`config.mk`:
```
export PLATFORM = sky130hd
export DESIGN_NAME = fetch_unit
export DESIGN_NICKNAME = d
export VERILOG_FILES = /design/src/rtl/fetch_unit.sv
export SDC_FILE = /design/constraint.sdc
export NUM_CORES = 1
export LEC_CHECK = 0
export BUFFER_PORTS_ARGS = -buffer_cell sky130_fd_sc_hd__buf_4
export CAP_MARGIN = 30
export CORE_MARGIN = 1.5
export CORE_UTILIZATION = 51
export DETAILED_ROUTE_END_ITERATION = 10
export MAX_ROUTING_LAYER = met4
export PLACE_DENSITY = 0.86
export SLEW_MARGIN = 10
export SYNTH_ARGS = -nofsm -noshare
export SYNTH_HDL_FRONTEND = slang
export SYNTH_SLANG_ARGS = --single-unit
```
`constraint.sdc`:
```
create_clock -name clock -period 5.1 [get_ports clock]
set_clock_uncertainty 0.15 [all_clocks]
set_input_delay 0 -clock clock [delete_from_list [all_inputs] [get_ports clock]]
set_output_delay 0 -clock clock [all_outputs]
set_load 0.01 [all_outputs]
```
`src/rtl/fetch_unit.sv`:
```
// Instruction-fetch stage and IF/ID pipeline register for the RV32I 5-stage pipeline.
// Keeps at most one request outstanding to instruction memory; EXE redirects flush IF/ID.
module fetch_unit #(
  parameter logic [31:0] RESET_PC = 32'h0000_0000
) (
  input  logic        clock,
  input  logic        reset,
  input  logic        stall,
  input  logic        redirect_valid,
  input  logic [31:0] redirect_pc,
  output logic        imem_req,
  output logic [31:0] imem_addr,
  input  logic        imem_rvalid,
  input  logic [31:0] imem_rdata,
  output logic        if_id_valid,
  output logic [31:0] if_id_pc,
  output logic [31:0] if_id_instr,
  output logic [6:0]  if_id_opcode,
  output logic [4:0]  if_id_read_reg1,
  output logic [4:0]  if_id_read_reg2,
  output logic [4:0]  if_id_write_reg
);

  typedef enum logic [1:0] {StIdle, StWait, StFull, StDrain} state_e;

  state_e      state_q, state_d;
  logic [31:0] pc_q, pc_d;
  logic        valid_q, valid_d;
  logic [31:0] ifid_pc_q, ifid_pc_d;
  logic [31:0] instr_q, instr_d;
  logic        req;

  logic unused_redirect_lsbs;
  assign unused_redirect_lsbs = ^redirect_pc[1:0];

  always_ff @(posedge clock) begin
    if (!reset) begin
      state_q   <= StIdle;
      pc_q      <= RESET_PC;
      valid_q   <= 1'b0;
      ifid_pc_q <= 32'h0;
      instr_q   <= 32'h0;
    end else begin
      state_q   <= state_d;
      pc_q      <= pc_d;
      valid_q   <= valid_d;
      ifid_pc_q <= ifid_pc_d;
      instr_q   <= instr_d;
    end
  end

  always_comb begin
    state_d   = state_q;
    pc_d      = pc_q;
    valid_d   = valid_q;
    ifid_pc_d = ifid_pc_q;
    instr_d   = instr_q;
    req       = 1'b0;

    if (redirect_valid) begin
      // Flush wins over stall; a request still in flight must be drained first.
      pc_d    = {redirect_pc[31:2], 2'b00};
      valid_d = 1'b0;
      instr_d = 32'h0;
      unique case (state_q)
        StWait:  state_d = imem_rvalid ? StIdle : StDrain;
        StDrain: state_d = StDrain;
        default: state_d = StIdle;
      endcase
    end else begin
      unique case (state_q)
        StIdle: begin
          req     = 1'b1;
          state_d = StWait;
        end
        StWait: begin
          if (imem_rvalid) begin
            ifid_pc_d = pc_q;
            instr_d   = imem_rdata;
            valid_d   = 1'b1;
            pc_d      = pc_q + 32'd4;
            state_d   = StFull;
          end
        end
        StFull: begin
          if (!stall) begin
            req     = 1'b1;
            valid_d = 1'b0;
            instr_d = 32'h0;
            state_d = StWait;
          end
        end
        StDrain: begin
          if (imem_rvalid) state_d = StIdle;
        end
        default: state_d = StIdle;
      endcase
    end
  end

  assign imem_req        = req & reset;
  assign imem_addr       = pc_q;
  assign if_id_valid     = valid_q;
  assign if_id_pc        = ifid_pc_q;
  assign if_id_instr     = instr_q;
  assign if_id_opcode    = instr_q[6:0];
  assign if_id_read_reg1 = instr_q[19:15];
  assign if_id_read_reg2 = instr_q[24:20];
  assign if_id_write_reg = instr_q[11:7];

endmodule

```
### After elaboration in Yosys (flattened, before gate mapping)

Index checks and enable logic that the tools add are counted.

| storage, ports and cells | value |
|---|---|
| register bits after elaboration | 99 |
| logic and storage cells | 47 |
| output and inout port bits | 120 |
| bits of input ports | 69 |

| operators by class | value |
|---|---|
| add/subtract/negate cells | 1 |
| mux-type cells | 19 |
| reduce and logical (&&, ||, !) cells | 10 |
| equality and inequality tests | 8 |
| bitwise gates (word level) | 3 |

Operators by type and width:

| kind | number |
|---|---|
| $mux W32 | 5 |
| $pmux W32 S2 | 1 |
| $add A32 B3 Y32 const B | 1 |
| $mux W2 | 5 |
| $ne A3 B3 Y1 const B | 3 |
| $reduce_and A3 Y1 | 3 |
| $pmux W2 S4 | 1 |
| $reduce_bool A2 Y1 | 3 |
| $eq A2 B2 Y1 const B | 2 |
| $mux W1 | 4 |
| $ne A2 B2 Y1 const B | 2 |
| $pmux W1 S2 | 2 |
| $pmux W2 S2 | 1 |
| $reduce_and A2 Y1 | 2 |
| $eq A2 B1 Y1 const B | 1 |
| $logic_not A2 Y1 | 1 |
| $not A1 Y1 | 2 |
| $reduce_or A2 Y1 | 1 |
| $and A1 B1 Y1 | 1 |

### Longest topological paths before layout

| logic depth | value |
|---|---|
| depth in word-level cells | 4 |
| depth in mapped cells | 8 |
| gate-level depth less buffers | 6 |

### Worst setup path before layout

OpenSTA, ideal clock, no wires.

| timing path | value |
|---|---|
| kind | register -> register |
| from | register pc_q[4] (netlist: imem_addr[4]) |
| to | register pc_q[31] (netlist: imem_addr[31]) |
| cell stages (with the launch flop) | 6 |
| arrival | 1926 ps |
| period minus slack after synthesis | 2150 ps |
| data required time | 4876 ps |
| buffers on the path | 0 |
| setup slack | 2950 ps |
| library setup time | 74 ps |
| path through | dfxtp_1 and4_1 nand4_4 or4_1 or3_1 a31oi_1 |

| on the way | value |
|---|---|
| word-level cells in the longest chain between the ends | 4 |

RTL lines:

| element | line | text |
|---|---|---|
| start, declared | 27 | `logic [31:0] pc_q, pc_d;` |
| start signal, assigned | 45 | `pc_q <= pc_d;` |
| $add A32 B3 Y32 | 81 | `pc_d = pc_q + 32'd4;` |
| $mux W32 | 77 | `if (imem_rvalid) begin` |
| $mux W32 | 71 | `unique case (state_q)` |
| $mux W32 | 60 | `if (redirect_valid) begin` |

No other way between the ends. The select of a mux whose other input is x is not followed.
A chain may end at the register's enable or synchronous reset.

### Worst setup path in the final report

| timing path | value |
|---|---|
| from | register state_q[0] |
| to | register pc_q[29] (netlist: imem_addr[29]) |

| on the way | value |
|---|---|
| word-level cells in the longest chain between the ends | 3 |

RTL lines:

| element | line | text |
|---|---|---|
| start, declared | 26 | `state_e state_q, state_d;` |
| start signal, assigned | 38 | `state_q <= StIdle;` |
| start signal, assigned | 44 | `state_q <= state_d;` |
| $eq A2 B1 Y1 | 71 |  |
| $reduce_bool A2 Y1 (no line) | n/a |  |
| $reduce_and A2 Y1 (no line) | n/a |  |

No other way between the ends.

==> out/qor.yml <==
status: "finished clean"
port_buffers: 182
floorplan.initialDensity_pct: 53.1
vias: 4580
drc: 0
slew_headroom_pct: 48.8
drt_iter0_drc: 308
yosysTopAreaCell: "dfxtp_1"
multiInputGateArea_mm2: 0.00192
gp_congestion: 0.787
slew_viol_final: 0
root_buffer: "clkbuf_8"
switching_share_pct: 27.5
grt_antenna_before_repair: 0
num-fill-cells: 464
vias_per_cell: 5.50
power_density_mw_per_mm2: 234
reg2regPathDepth: 6
start_kind: "flip-flop"
clock.fmax_mhz: 317
setup_tns_ps: 0
seqCellArea_mm2: 0.00190
cts_buffers: 9
maxCapViolations: 0
n_antenna_cell: 0
htreeDepth: 3
grt_pass1_vias: 4525
cts.sinks: 95
synth.area.top_cells: "dfxtp_1 46%, nand2_1 7.0%, a22oi_1 5.8%"
grt-ovfl-total: 0
post_cts_resized: 0
avgSynthCellArea_um2: 8.48
crit_arrival_ps: 3310
setup_violations: 0
ys_seq_elements: 95
yosysUniqueCellTypes: 37
dp_hpwl_um: 8260
drtPass1Iterations: 5
hold_violations: 0
worstMarginPinSlew_ps: 767
cts_tree: "built"
ys_seq_area_share_pct: 45.8
critPathKind: "flip-flop to flip-flop"
ir_drop_v: 0.000170
drive_gt1_share_pct: 28.1
crit_fanout: 16
clockBufferDepth: 2
async_flop_share_pct: 0
layout.nets: 795
p_seq_share_pct: 52.4
critPathSlowestCell: "and3b_1"
worstPathCellList: "and3b_1 > nand4_4 > nor4_2 > nor3_1 > a211oi_1 > dlygate4sd3_1"
die_x_um: 93.2
rows: 32
syn_area_mm2: 0.00415
period_needed_ps: 3160
grt_max_degree: 64
grt_pass1_wl_um: 22300
dieHeight_um: 93.2
ioPinCount: 189
post-route-period-util_pct: 61.9
clk_latency_ps: 360
synthCells: 489
core_mm2: 0.00781
wl_um: 14400
post-place-cells: 723
cts.clk_slew.worst_paths_ps: 100
crit_family: "simple AND/OR/NAND/NOR gates"
fin_util_pct: 83.7
comb_power_share_pct: 17.0
hp-class: "primary input to flip-flop"
wl_per_cell_um: 17.3
rsz0062_at_grt: "false"
grt_use_total_pct: 33.9
p_clk_share_pct: 30.6
critPathBufInv: 1
slowest_delay_ps: 690
drtAntennaViolNets: 0
p_sw_w: 0.000420
p_leak_nw: 2.68
synth-main-ff-cell: "dfxtp_1"
yosysTopAreaCellShare_pct: 45.8
crit_path_end_kind: "flip-flop"
yosys_warnings: 0
areaGrowthSynthToFinish_pct: 57.6
required_ps: 5250
cp_num_cells: 6
synth_edf_count: 0
layout.cells.non_filler: 832
internal_power_w: 0.00111
worstHoldPathCells: 4
die-area_mm2: 0.00869
## cells in the final DEF, fill, tap and decap left out, types with 2 or more instances in the layout
master and n:
buf_4 184, dfxtp_1 95, dlygate4sd3_1 93, nand2_1 77, nor2_1 38, a22oi_1 32, a21boi_0 30, o21ai_0 29
a21oi_1 23, xnor2_1 17, nand3_1 10, nor3_1 10, clkbuf_8 10, nand4_1 9, xor2_1 8, a211oi_1 6
and2_1 6, inv_1 4, and4_1 4, and3_1 4, nor4_1 4, nor2b_1 4, conb_1 4, clkinvlp_4 3
or3_1 2, o211ai_1 2, mux2i_1 2, o211a_1 2, clkbuf_1 2, buf_16 2, buf_8 2
## per-stage QoR
stage	setup slack [ps]	hold WS [ps]	total power (W)	instance area [um^2]
3_3_place_gp	2170	74.0	0.000992	5350
6_report	1940	285	0.00153	6540
3_5_place_dp	2220	81.2	0.00100	5430
2_1_floorplan	2950	-62.7	0.000905	4160
4_1_cts	1970	272	0.00151	6540
5_1_grt	1590	270	0.00159	6540
## per-layer routing
layer  global-route usage [%]  vias to the layer above  part of all wire (%)
li1                         -                     2131                     -
met1                     37.2                     2167                    38
met2                     60.8                      239                    53
met3                     5.45                       43                   6.2
met4                     14.0                        0                   3.0
met5                        -                        -                     0
## synthesized netlist by cell type, types with 2 or more instances
library cell,n
dfxtp_1,95
nand2_1,77
nor2_1,39
a22oi_1,32
a21boi_0,30
clkbuf_1,30
o21ai_0,29
buf_4,28
a21oi_1,23
xnor2_1,17
nand3_1,10
nor3_1,10
nand4_1,9
xor2_1,8
a211oi_1,6
and2_1,6
and3_1,4
and4_1,4
inv_1,4
nor2b_1,4
nor4_1,4
mux2i_1,2
o211a_1,2
o211ai_1,2
or3_1,2
## sequential cells by signal, indices dropped and copies added (netlist names)
signal,flops
state_q,2
if_id_instr,32
imem_addr,30
if_id_pc,30
if_id_valid,1
## worst reg2reg max path: cells and delay by family (launching register included)
kind                   cells  cell delay [ps]
buffers and inverters      1              570
AO/OA/AOI/OAI              1              230
flip-flops                 1              460
AND/OR/NAND/NOR            4             1710
## path summary, 6_finish.rpt
check	from	to	slack, ps
setup / recovery	state_q[0]	imem_addr[29]	1940
hold / removal	imem_rdata[20]	if_id_instr[20]	280
setup reg to reg	state_q[0]	imem_addr[29]	1940
hold reg to reg	if_id_pc[25]	if_id_pc[25]	320
## kinds of logic (layout without fill, tap and decap cells)
logic type,count (synthesis),after routing,synth area share [%]
buffers and inverters,63,301,8.23
adders and majority gates,1,1,0.302
xor gates and xnor gates,25,25,5.28
other,1,4,0.0904
and+or+nand+nor,177,177,20.2
DFF,95,95,45.8
AOI/OAI and AO/OA,125,125,19.6
muxes,2,2,0.483
## area by class of cell
cell class | instances | share of cell area, %
inverter | 4 | 0.230
timing repair buffer | 281 | 36.7
tap | 102 | 1.95
sequential | 95 | 29.1
multi-input combinational | 334 | 29.4
clock buffer | 12 | 2.22
clock inverter | 4 | 0.478
## power by group through the flow
stage | registers, W | logic (W) | clock network (W)
after floorplan | 0.000818 | 0.0000871 | 0
after global placement | 0.000814 | 0.000177 | 0
after detailed placement | 0.000816 | 0.000189 | 0
after CTS | 0.000799 | 0.000251 | 0.000465
after global routing | 0.000805 | 0.000277 | 0.000504
final | 0.000801 | 0.000260 | 0.000467
## repair_timing
action                                 4_1_cts  5_1_grt
endpoints found under the hold margin       91        0
setup buffers                                0        0
setup endpoints to repair                    0        0
hold buffers                                93        0
Note: power is estimated with default switching activity, not from simulation.
